$ cat src/rtl/gait_pkg.sv
// Shared types and body-geometry tables for the tripod gait sequencer.
package gait_pkg;

    typedef enum logic [2:0] {
        ST_IDLE = 3'd0,
        ST_PH0  = 3'd1,
        ST_PH1  = 3'd2,
        ST_PH2  = 3'd3,
        ST_PH3  = 3'd4
    } gait_state_e;

    localparam int NUM_LEGS   = 6;
    localparam int NUM_JOINTS = 3;
    localparam int PW_W       = 16;
    localparam int LEG_W      = NUM_JOINTS * PW_W;
    localparam int BUS_W      = NUM_LEGS * LEG_W;

    localparam int JOINT_YAW  = 1;
    localparam int JOINT_LIFT = 2;
    localparam int JOINT_KNEE = 3;

    // Bit n-1 describes leg n: group B holds legs 2/4/6, the negative side holds legs 4-6.
    localparam logic [NUM_LEGS-1:0] GROUP_B  = 6'b101010;
    localparam logic [NUM_LEGS-1:0] SIDE_NEG = 6'b111000;

    function automatic int pul_offset(input int leg, input int joint);
        return (leg - 1) * LEG_W + (joint - 1) * PW_W;
    endfunction

endpackage

$ cat src/rtl/gait_tick_gen.sv
// Gait tick prescaler: free-running modulo-TICK_DIV counter with a synchronous clear.
module gait_tick_gen #(
    parameter int TICK_DIV = 500000
) (
    input  logic CLK,
    input  logic rst,
    input  logic clr_i,
    output logic tick_o
);

    localparam int CW = (TICK_DIV > 1) ? $clog2(TICK_DIV) : 1;
    localparam logic [CW-1:0] LAST = CW'(TICK_DIV - 1);

    logic [CW-1:0] cnt_q;

    assign tick_o = (cnt_q == LAST);

    always_ff @(posedge CLK) begin
        if (rst || clr_i || tick_o) begin
            cnt_q <= '0;
        end else begin
            cnt_q <= cnt_q + CW'(1);
        end
    end

endmodule

$ cat src/rtl/gait_sequencer.sv
// Tripod-gait scheduler: walks four phases of STEPS ticks each and drives
// the 18 servo pulse widths for the two alternating leg groups.
module gait_sequencer
    import gait_pkg::*;
#(
    parameter int TICK_DIV  = 500000,
    parameter int STEPS     = 25,
    parameter int CENTER    = 1500,
    parameter int YAW_STEP  = 8,
    parameter int LIFT_STEP = 4,
    parameter int PW_MIN    = 1000,
    parameter int PW_MAX    = 2000
) (
    input  logic             CLK,
    input  logic             rst,
    input  logic             start,
    input  logic             stop,
    input  logic             dir,
    output logic             busy,
    output logic [1:0]       phase,
    output logic             cycle_done,
    output logic [BUS_W-1:0] pul_bus
);

    localparam int KW = (STEPS > 1) ? $clog2(STEPS) : 1;
    localparam logic [KW-1:0]     K_LAST   = KW'(STEPS - 1);
    localparam logic [PW_W-1:0]   CENTER_W = PW_W'(CENTER);
    localparam logic signed [17:0] Y_S     = 18'(YAW_STEP);
    localparam logic signed [17:0] L_S     = 18'(LIFT_STEP);
    localparam logic signed [17:0] S_S     = 18'(STEPS);
    localparam logic signed [17:0] C_S     = 18'(CENTER);
    localparam logic signed [17:0] MIN_S   = 18'(PW_MIN);
    localparam logic signed [17:0] MAX_S   = 18'(PW_MAX);

    gait_state_e       state_q;
    logic [KW-1:0]     k_q;
    logic              stop_q;
    logic              dir_q;
    logic              cycle_done_q;
    logic [BUS_W-1:0]  pul_q;
    logic [BUS_W-1:0]  pul_d;
    logic              tick;
    logic              accept;
    logic signed [17:0] m_s, ya, ha, hb, yg, hg;

    assign accept = (state_q == ST_IDLE) && start && !stop;

    gait_tick_gen #(.TICK_DIV(TICK_DIV)) u_tick (
        .CLK    (CLK),
        .rst    (rst),
        .clr_i  (accept),
        .tick_o (tick)
    );

    function automatic logic [PW_W-1:0] clamp_pw(input logic signed [17:0] v);
        if (v < MIN_S) return MIN_S[PW_W-1:0];
        if (v > MAX_S) return MAX_S[PW_W-1:0];
        return v[PW_W-1:0];
    endfunction

    // Offsets describe the step being entered (m = k+1), so the last step of a phase lands exactly on its endpoint.
    always_comb begin
        m_s   = $signed(18'(k_q)) + 18'sd1;
        ya    = '0;
        ha    = '0;
        hb    = '0;
        yg    = '0;
        hg    = '0;
        pul_d = '0;
        case (state_q)
            ST_PH0: begin
                ya = -(Y_S * m_s);
                hb = L_S * m_s;
            end
            ST_PH1: begin
                ya = Y_S * m_s - Y_S * S_S;
                hb = L_S * (S_S - m_s);
            end
            ST_PH2: begin
                ya = Y_S * m_s;
                ha = L_S * m_s;
            end
            ST_PH3: begin
                ya = Y_S * (S_S - m_s);
                ha = L_S * (S_S - m_s);
            end
            default: ;
        endcase
        if (dir_q) ya = -ya;
        for (int n = 1; n <= NUM_LEGS; n++) begin
            yg = GROUP_B[n-1] ? -ya : ya;
            hg = GROUP_B[n-1] ? hb : ha;
            if (SIDE_NEG[n-1]) begin
                yg = -yg;
                hg = -hg;
            end
            pul_d[pul_offset(n, JOINT_YAW)  +: PW_W] = clamp_pw(C_S + yg);
            pul_d[pul_offset(n, JOINT_LIFT) +: PW_W] = clamp_pw(C_S + hg);
            pul_d[pul_offset(n, JOINT_KNEE) +: PW_W] = clamp_pw(C_S - hg);
        end
    end

    always_ff @(posedge CLK) begin
        if (rst) begin
            state_q      <= ST_IDLE;
            k_q          <= '0;
            stop_q       <= 1'b0;
            dir_q        <= 1'b0;
            cycle_done_q <= 1'b0;
            pul_q        <= {(NUM_LEGS * NUM_JOINTS){CENTER_W}};
        end else begin
            cycle_done_q <= 1'b0;
            case (state_q)
                ST_IDLE: begin
                    if (accept) begin
                        dir_q   <= dir;
                        stop_q  <= 1'b0;
                        k_q     <= '0;
                        state_q <= ST_PH0;
                    end
                end
                default: begin
                    if (stop) stop_q <= 1'b1;
                    if (tick) begin
                        pul_q <= pul_d;
                        if (k_q != K_LAST) begin
                            k_q <= k_q + KW'(1);
                        end else begin
                            k_q <= '0;
                            case (state_q)
                                ST_PH0:  state_q <= ST_PH1;
                                ST_PH1:  state_q <= ST_PH2;
                                ST_PH2:  state_q <= ST_PH3;
                                default: begin
                                    cycle_done_q <= 1'b1;
                                    if (stop_q) begin
                                        state_q <= ST_IDLE;
                                    end else begin
                                        state_q <= ST_PH0;
                                        dir_q   <= dir;
                                    end
                                end
                            endcase
                        end
                    end
                end
            endcase
        end
    end

    always_comb begin
        phase = 2'd0;
        case (state_q)
            ST_PH1:  phase = 2'd1;
            ST_PH2:  phase = 2'd2;
            ST_PH3:  phase = 2'd3;
            default: phase = 2'd0;
        endcase
    end

    assign busy       = (state_q != ST_IDLE);
    assign cycle_done = cycle_done_q;
    assign pul_bus    = pul_q;

endmodule

$ cat config.mk
export PLATFORM = sky130hd
export DESIGN_NAME = gait_sequencer
export DESIGN_NICKNAME = d
export VERILOG_FILES = /design/src/rtl/gait_pkg.sv /design/src/rtl/gait_tick_gen.sv /design/src/rtl/gait_sequencer.sv
export SDC_FILE = /design/constraint.sdc
export NUM_CORES = 1
export LEC_CHECK = 0
export BUFFER_PORTS_ARGS = -buffer_cell sky130_fd_sc_hd__buf_2
export CORE_MARGIN = 2
export CORE_UTILIZATION = 53
export CTS_CLUSTER_DIAMETER = 60
export DETAILED_ROUTE_END_ITERATION = 6
export PLACE_DENSITY = 0.89
export SLEW_MARGIN = 20
export SYNTH_ARGS = -nofsm -noshare
export SYNTH_HDL_FRONTEND = slang
export SYNTH_HIERARCHICAL = 1
export SYNTH_SLANG_ARGS = --single-unit
$ cat constraint.sdc
create_clock -name CLK -period 13.1 [get_ports CLK]
set_input_delay 1.965 -clock CLK [delete_from_list [all_inputs] [get_ports CLK]]
set_output_delay 1.965 -clock CLK [all_outputs]
set_load 0.01 [all_outputs]
After elaboration in Yosys (flattened, before gate mapping):

Cells that the tools add are included.

* add/subtract/negate cells: 22
* muxes and demuxes: 102
* order comparisons: 22
* reductions and logical operators: 16
* equality and inequality tests: 10
* bitwise operators: 2

Operators by type and width (number)
* 16-bit 2-to-1 mux: 44
* 18-bit by 12-bit greater-than comparator with 1-bit output, second input constant: 11
* 18-bit by 11-bit < comparator with 1-bit output, second input constant: 11
* 12-bit by 18-bit adder with 18-bit output, first input constant: 7
* 18-bit negator: 5
* 18-bit case mux with 2 select lines: 2
* 18-bit case mux with 4 select lines: 1
* 12-bit by 18-bit subtractor with 18-bit output, first input constant: 4
* 1-bit 2-to-1 mux: 44
* 5-bit 2-to-1 mux: 4
* 19-bit by 1-bit adder with 19-bit output, second input constant: 1
* 19-bit == test, second input constant: 1
* 18-bit 2-to-1 mux: 1
* 9-bit negator with 18-bit output: 1
* 3-bit 2-to-1 mux: 4
* 9-bit by 8-bit subtractor with 10-bit output, second input constant: 1
* 3-bit case mux with 3 select lines: 1
* 5-bit by 6-bit subtractor with 7-bit output, first input constant: 1
* 5-bit by 1-bit adder with 6-bit output, second input constant: 1
* 3-bit by 2-bit == test with 1-bit output, second input constant: 2
* 2-bit by 1-bit inequality test with 1-bit output, second input constant: 3
* 2-bit case mux with 3 select lines: 1
* 2-bit AND reduction: 3
* 5-bit by 1-bit adder with 5-bit output, second input constant: 1
* 15 further kinds: 19

* output and inout bits: 292
* logic and storage cells: 181
* bits in registers: 318
* bits of input ports: 5

Logic depth before layout (Yosys ltp):

Gate-level depths: netlist of the first run.

* depth in word-level cells: 13
* mapped depth: 25
* gate-level depth less buffers: 22

By module:

The synthesis of the first run kept the hierarchy.

Modules (own cells, without submodules)
* gait_sequencer: area an instance 10062.2 um^2, cells each 1249, sequential area each 2822.7 um^2, instances 1
* gait_tick_gen: area an instance 894.6 um^2, cells each 97, sequential area each 380.4 um^2, instances 1

Worst setup path before layout of the first run:

OpenSTA, ideal clock, no wires.

* kind: register to register
* start point: reg k_q[0]
* end point: reg pul_q[242] (netlist: pul_bus[242])
* stages on the path, launching flop included: 24
* clock period less this slack: 5.239 ns
* path slack: 7.861 ns
* required time: 12.978 ns
* buffers on the path: 3
* library setup time: 0.122 ns
* arrival time: 5.117 ns
* path through: dfxtp_1 > buf_6 > buf_4 > inv_1 > ha_1 > buf_2 > inv_1 > nand2_1 > a311oi_2 > a21oi_1 > ha_1 > nand2b_1 > or3_1 > mux2i_1 > nor2_1 > a21oi_1 > nor2_2 > ha_1 > or4_1 > mux2_2 > nor4_1 > o32a_1 > nor2_1 > a221o_1

* cells in the longest elaborated chain, start to end: 13
* elaborated cells on any way between the ends: 18
* those cells by class: add/sub (8); order compare (2); mux (8)

RTL lines
* start: declaration: RTL line gait_sequencer.sv:36 `logic [KW-1:0] k_q;`
* start signal: assignment: RTL line gait_sequencer.sv:127 `k_q <= k_q + KW'(1);`
* 5-bit by 1-bit adder with 6-bit output (*): RTL line gait_sequencer.sv:63 `m_s = $signed(18'(k_q)) + 18'sd1;`
* 9-bit by 8-bit subtractor with 10-bit output, or another cell as far along: RTL line gait_sequencer.sv:76 `ya = Y_S * m_s - Y_S * S_S;`
* 18-bit case mux with 4 select lines (*): RTL line gait_sequencer.sv:70 `case (state_q)`
* 18-bit negator: RTL line gait_sequencer.sv:89 `if (dir_q) ya = -ya;`
* 18-bit 2-to-1 mux (*): RTL line gait_sequencer.sv:89
* 18-bit negator (*): RTL line gait_sequencer.sv:91 `yg = GROUP_B[n-1] ? -ya : ya;`
* 18-bit negator (*): RTL line gait_sequencer.sv:94 `yg = -yg;`
* 12-bit by 18-bit adder with 18-bit output (*): RTL line gait_sequencer.sv:97 `pul_d[pul_offset(n, JOINT_YAW) +: PW_W] = clamp_pw(C_S + yg);`
* 18-bit by 12-bit greater-than comparator with 1-bit output: RTL line gait_sequencer.sv:57 `if (v > MAX_S) return MAX_S[PW_W-1:0];`
* 1-bit 2-to-1 mux (2 in a row): RTL line gait_sequencer.sv:57
* 16-bit 2-to-1 mux: RTL line gait_sequencer.sv:58 `return v[PW_W-1:0];`
* 16-bit 2-to-1 mux (*): RTL line gait_sequencer.sv:57
* end signal: assignment: RTL line gait_sequencer.sv:110 `pul_q <= {(NUM_LEGS * NUM_JOINTS){CENTER_W}};`
* end signal: assignment: RTL line gait_sequencer.sv:125 `pul_q <= pul_d;`
* end: declaration: RTL line gait_sequencer.sv:40 `logic [BUS_W-1:0] pul_q;`

Mark *: on every way between the ends. The rest lies on a longest branch, timed or not. The select of a mux whose other input is x is not followed.
A chain may end at the register's enable or synchronous reset.

Final worst setup path of the first run:

Same ends and word-level chain as after synthesis.

==> summary.md, run 1 <==
| Metric | Value |
|---|---|
| Status | `finished, violations left` |
| Failing checks | `DRC` |
| Worst hold path type | `reg2reg` |
| Max_slew headroom | `24.29%` |
| Synth Instances | `1346` |
| Max VDD drop | `88.29 uV` |
| ANT nets after route | `0` |
| Synth top area share | `29.23%` |
| Initial antenna violation count | `0` |
| Root buffer cell | `clkbuf_16` |
| Max Freq | `0.1532 GHz` |
| RePlAce Congestion | `0.9529` |
| Post-DP HPWL | `20740 um` |
| Critical-path cell list | `inv_1, ha_1, nor3b_1, a211oi_1, a311oi_2, a21oi_1, ha_1, nand2b_1, or3_1, mux2i_1, nor2_1, a21oi_1, nor2_2, ha_1, or4_1, mux2_2, nor4_1, o32a_1, nor2_1, a221o_1` |
| Leakage | `5.055 nW` |
| Starting DRT DRC Count | `1102` |
| Vias after detailed routing | `10.12k` |
| Largest net degree at the start of global routing | `96` |
| Port Buffers | `224` |
| CTS tree | `built` |
| Crit path DAT | `6.84 ns` |
| Placed cell count | `1680` |
| Final min period | `6.527 ns` |
| Post-synth EDFFs | `0` |
| CP startpoint | `k_q[0]` |
| Type of origin of the critical path | `register` |
| Kind of critical path | `reg2reg` |
| Final setup TNS | `0 ns` |
| Hold depth | `2` |
| Overflow after GRT | `0` |
| Syn_area_per_cell | `8.140 um2` |
| Latest clock arrival within the worst-skew pair | `0.44 ns` |
| DR pass1 iterations | `7` |
| Layout cell share with drive strength beyond 1 | `22.40%` |
| # diodes | `0` |
| Hold path startpoint | `pul_bus[72]` |
| Final Setup Violations | `0` |
| CTS HTree Levels | `4` |
| Bufs on Longest Clock Path | `2` |
| Slowest stage cell on the critical path | `dfxtp_1` |
| Top Ports | `297` |
| Cell taking the most area after synthesis | `dfxtp_1` |
| Slew Viols, Final | `0` |
| Warnings from Yosys | `6` |
| Residual DRC | `1` |
| Max cap viols | `0` |
| Die ar. | `0.02184 mm2` |
| Routed WL | `28600 um` |
| FP Rows | `52` |
| Most common cell on crit path | `ha_1` |
| Area Overhead vs Synth | `7.629%` |
| CTS resizes | `0` |
| First-pass GRT wire length | `44660 um` |
| Vias in the first global route | `8894` |
| Non-Filler Instances | `1712` |
| Pwr dens | `106.8 mW/mm2` |
| CTS sink count | `160` |
| Synth top cells by count | `166 x buf_4, 160 x dfxtp_1, 105 x nand2_1, 104 x nor2_1, 72 x a21oi_1` |
| Async S/R FF share, synth | `0%` |
| Final Cycle Share | `49.83%` |
| RSZ-0062 raised after global routing | `no` |
| Num CTS Buffers | `17` |
| Cell variety after synth | `109` |
| Register area share after synthesis | `29.23%` |
| Ys flop type | `dfxtp_1` |
| Final Hold Fails | `0` |
| Via density | `5.910` |
| Hold bufs inserted after CTS | `0` |
| Fin nets | `1458` |
| Slew @ Worst Pin | `1.128 ns` |
| Required @ worst endpoint | `13.41 ns` |
| Reg clk slew, reported paths | `0.07 ns` |
| Initial core utilization | `54.15%` |
| R2r startpoint | `k_q[0]` |
| Fill count | `1810` |
| Crit end category | `register` |
| Die Y-Extent | `147.8 um` |
| WL/cell | `16.71 um` |
| Postcts setup bufs | `0` |
| Cell with the most instances after synthesis | `buf_4` |
| Gr usage total | `24.68%` |
| Area contributors post-synth | `dfxtp_1 29%, buf_4 11%, xnor2_1 4.1%` |
| CP Max Fanout | `22` |
| Horiz. Die Dim | `147.8 um` |
| CP peak stage delay | `0.78 ns` |
| Reg2Reg Depth | `20` |
| Netlist Area Pre-Place | `0.01096 mm2` |
| #FFs+latches synth | `160` |
| Total core area | `0.02023 mm2` |
| Clock skew | `0.01608 ns` |
==> critical path, delay by kind of cell (launching register included) <==
kind	cells	cell delay, ns
AND/OR/NAND/NOR	8	2.11
adder cells (fa/ha/maj)	3	1.14
buffers and inverters	1	0.20
multiplexers	2	0.47
AO/OA/AOI/OAI	6	1.71
flip-flops	1	0.78
==> power breakdown <==
part	internal [mW]	total, mW	switching [mW]
combinational	0.0903	0.256	0.166
sequential	0.487	0.491	0.00385
clock	0.276	0.512	0.236
total	0.853	1.26	0.406
==> layer usage <==
layer	wire (um)	track usage, %	share of wire [%]
met5	0	0	0
met4	827	10.24	2.9
met3	1916	4.259	6.7
met2	13780	41.58	48
met1	12070	31.31	42
==> path summary, 6_finish.rpt <==
| check | to | slack (ns) |
|---|---|---|
| hold reg to reg | pul_bus[72] | 0.46 |
| hold / removal | pul_bus[72] | 0.46 |
| setup reg to reg | pul_bus[242] | 6.57 |
| setup / recovery | pul_bus[242] | 6.57 |
==> cell usage in the layout, fill, tap and decap left out, types with 23 or more instances in the layout <==
cell / instances
nor2_1: 104
dfxtp_1: 160
nand3_1: 31
o21ai_0: 62
inv_1: 23
a21oi_1: 72
o211ai_1: 25
nor3_1: 41
ha_1: 24
buf_2: 224
and3_1: 50
conb_1: 72
a31oi_1: 23
xnor2_1: 51
nand2_1: 104
==> sequential cells by signal, summed over array words and instances, names as in the netlist <==
signal,count
cycle_done,1
dir_q,1
k_q,5
pul_bus,130
state_q,3
stop_q,1
u_tick/cnt_q,19
==> cell families (layout without fill, tap and decap cells) <==
family          count (synthesis)  in the layout  synth area share (%)
flops                         160            160                 29.23
other cells                     2             72               0.06854
mux                             7              7                0.6509
simple gates                  466            466                 22.50
compound gates                349            349                 23.06
fa+ha+maj                      24             24                 2.741
xor+xnor                       73             73                 6.543
buf+inv                       265            291                 15.21
==> final cells by class <==
| cell class | instances | area, um2 | area share (%) |
|---|---|---|---|
| inverter | 30 | 112.6 | 0.9549 |
| clock buffer | 17 | 425.4 | 3.607 |
| clock inverter | 15 | 190.2 | 1.613 |
| timing repair buffer | 229 | 1159 | 9.825 |
| sequential | 160 | 3203 | 27.16 |
| tap | 270 | 337.8 | 2.865 |
| multi-input combinational | 991 | 6365 | 53.97 |
==> per-stage QoR <==
stage	power, mW	cell area (um2)	hold WS [ns]	utilization (%)	setup slack [ns]
after floorplan	0.7266	11220	0.4370	-	7.861
after global placement	0.7437	11170	0.4489	55.21	7.120
after detailed placement	0.7497	11170	0.4458	55.21	6.770
after CTS	1.260	11790	0.4640	58.25	6.742
after global routing	1.310	11790	0.4893	58.28	6.135
final	1.259	11790	0.4599	58.28	6.573
(Power assumes the default switching activity.)
==> run 2, diff against run 1 <==
--- a/config.mk
+++ b/config.mk
@@ -5,6 +5,7 @@
 export SDC_FILE = /design/constraint.sdc
 export NUM_CORES = 1
 export LEC_CHECK = 0
+export ABC_AREA = 1
 export BUFFER_PORTS_ARGS = -buffer_cell sky130_fd_sc_hd__buf_2
 export CORE_MARGIN = 2
 export CORE_UTILIZATION = 53
==> constraint.sdc (replaced) <==
create_clock -name CLK -period 6.3 [get_ports CLK]
set_input_delay 0.945 -clock CLK [delete_from_list [all_inputs] [get_ports CLK]]
set_output_delay 0.945 -clock CLK [all_outputs]
set_load 0.01 [all_outputs]
==> summary.md, run 2 <==
| Metric | Value |
|---|---|
| Synth top area share | `30.31%` |
| Port Buffers | `224` |
| Crit path DAT | `5.11 ns` |
| Clock skew | `0.007415 ns` |
| R2r startpoint | `k_q[0]` |
| Layout cell share with drive strength beyond 1 | `21.90%` |
| Type of origin of the critical path | `register` |
| Largest net degree at the start of global routing | `84` |
| Hold path startpoint | `pul_bus[238]` |
| Residual DRC | `0` |
| RePlAce Congestion | `0.9288` |
| Internal Power | `1.969 mW` |
| Sw Ratio | `40.20%` |
| Mux share of post-synthesis cell area | `0%` |
| Status | `finished, final reports clean` |
| CP peak stage delay | `0.64 ns` |
| Max Freq | `0.2083 GHz` |
| Reg clk slew, reported paths | `0.07 ns` |
| Kind of critical path | `reg2reg` |
| Top Ports | `297` |
| Most common cell on crit path | `nand2_1` |
| Max VDD drop | `183.3 uV` |
| Gr usage total | `23.87%` |
| Synth Area in XOR/XNOR | `3.292%` |
| Synth Area in Adders | `2.842%` |
| Required @ worst endpoint | `6.61 ns` |
| Cell with the most instances after synthesis | `nand2_1` |
| WL/cell | `12.97 um` |
| First-pass GRT wire length | `42520 um` |
| Overflow after GRT | `0` |
| Latest clock arrival within the worst-skew pair | `0.43 ns` |
| Compound-Gate Fraction of Synth Area | `11.82%` |
| Fin nets | `1728` |
| Synth top cells by count | `375 x nand2_1, 180 x nor2_1, 160 x buf_4, 160 x dfxtp_1, 135 x inv_1` |
| Pwr dens | `285.8 mW/mm2` |
| #FFs+latches synth | `160` |
| Syn_area_per_cell | `6.666 um2` |
| Largest family of logic cells by synthesized area | `simple AND/OR/NAND/NOR gates` |
| Slew @ Worst Pin | `0.8600 ns` |
| Commonest non-fill, non-tap cell in the layout | `nand2_1` |
| DR pass1 iterations | `7` |
| Cell variety after synth | `49` |
| CTS resizes | `0` |
| Crit end category | `register` |
| Total core area | `0.01953 mm2` |
| Routed WL | `25630 um` |
| CP startpoint | `k_q[0]` |
| Postcts setup bufs | `0` |
| Vias in the first global route | `9002` |
| Slew Viols, Final | `0` |
| Initial core utilization | `54.11%` |
| Post-synth EDFFs | `0` |
| Final Cycle Share | `76.20%` |
| RSZ-0062 raised after global routing | `no` |
| CTS tree | `built` |
| Post-DP HPWL | `19120 um` |
| Largest register FFs | `130` |
| Bufs on Longest Clock Path | `2` |
| Hold bufs inserted after CTS | `0` |
| Netlist Area Pre-Place | `0.01057 mm2` |
| Root buffer cell | `clkbuf_16` |
| Ys flop type | `dfxtp_1` |
| CTS sink count | `160` |
| Die ar. | `0.02108 mm2` |
| Die Y-Extent | `145.2 um` |
| Slowest stage cell on the critical path | `dfxtp_1` |
| Vias after detailed routing | `10.05k` |
| Final min period | `4.800 ns` |
| Cell taking the most area after synthesis | `dfxtp_1` |
| Hold slack | `0.4331 ns` |
| Synth Instances | `1585` |
| CTS HTree Levels | `4` |
| Final Hold Fails | `0` |
| Worst hold path type | `reg2reg` |
| Area contributors post-synth | `dfxtp_1 30%, nand2_1 13%, buf_4 11%` |
| Max_slew headroom | `42.67%` |
| Via density | `5.084` |
| Async S/R FF share, synth | `0%` |
| Final setup TNS | `0 ns` |
| Warnings from Yosys | `6` |
| Area Overhead vs Synth | `9.047%` |
| Commonest cells after routing, fill and taps aside | `375 x nand2_1, 223 x buf_2, 179 x nor2_1` |
| Combinational power share | `37.1%` |
| Max cap viols | `0` |
| Starting DRT DRC Count | `602` |
| Switch Pwr | `1.324 mW` |
| FP Rows | `51` |
| Leakage | `5.509 nW` |
| Clock power frac | `31.7%` |
| # diodes | `0` |
| Register area share after synthesis | `30.31%` |
| Final Setup Violations | `0` |
| CP Max Fanout | `13` |
| ANT nets after route | `0` |
| Sequential share of power | `31.2%` |
| Num CTS Buffers | `17` |
| Initial antenna violation count | `0` |
| Synth Area in Simple Gates | `32.73%` |
| Horiz. Die Dim | `145.2 um` |
==> run 2: cell count changes after synthesis, sizes merged, moves of 51 or more <==
cell	previous run	this run
inv	27	158
nand3	31	109
nor2	106	200
and3	51	0
nand2	106	413
xnor2	56	4
==> run 2: kinds of logic (layout without fill, tap and decap cells) <==
group,count (synthesis),in the layout
AOI/OAI and AO/OA,227,227
xor gates and xnor gates,38,38
adders and majority gates,24,24
buffers and inverters,362,419
DFF,160,160
other,2,72
and+or+nand+nor,772,772
==> run 2: layout make-up <==
cell class / instances / area, um2
fillers: 1822 / 8004
multi-input cells: 1133 / 5633
flip-flops and latches: 160 / 3203
repair buffers: 228 / 1154
inverters: 159 / 601.8
clock buffers: 17 / 425.4
well taps: 265 / 331.6
clock inverters: 15 / 173.9
==> run 2: power groups by stage <==
| stage | Sequential [mW] | Combinational, mW | Clock, mW |
|---|---|---|---|
| after floorplan | 1.04 | 1.02 | 0 |
| after global placement | 1.05 | 1.16 | 0 |
| after detailed placement | 1.05 | 1.19 | 0 |
| after CTS | 1.03 | 1.20 | 1.06 |
| after global routing | 1.03 | 1.38 | 1.12 |
| final | 1.03 | 1.22 | 1.04 |
==> run 2: worst paths after layout <==
kind / to / slack [ns] / depth (start not counted)
worst max-delay path: pul_bus[200] / 1.50 / 33
worst min-delay path: pul_bus[238] / 0.43 / 2
worst max register to register: pul_bus[200] / 1.50 / 33
worst min register to register: pul_bus[238] / 0.43 / 2
==> run 2: metal layers <==
metal	global-route usage [%]	vias up	wire length, um
li1	-	5043	-
met3	4.214	31	1819
met4	7.647	0	472
met1	29.84	4566	10970
met5	0	-	0
met2	41.76	412	12370
==> run 2: critical path, delay by kind of cell, from the launching register on <==
family	cells	cell delay [ns]
compound gates	1	0.36
fa+ha+maj	4	1.12
buf+inv	7	0.63
flops	1	0.64
simple gates	21	1.93
==> run 2: through the flow <==
stage          instances  total power, mW  area (um2)  setup WS [ns]  utilization, %
5_1_grt             1977            3.526       11520         0.7878           59.01
4_1_cts             1977            3.293       11520          1.496           59.01
3_5_place_dp        1945            2.239       10920          1.533           55.94
6_report            1977            3.293       11520          1.500           59.01
3_3_place_gp        1945            2.212       10920          1.680           55.94
2_1_floorplan       1655            2.058       10830          2.385               -
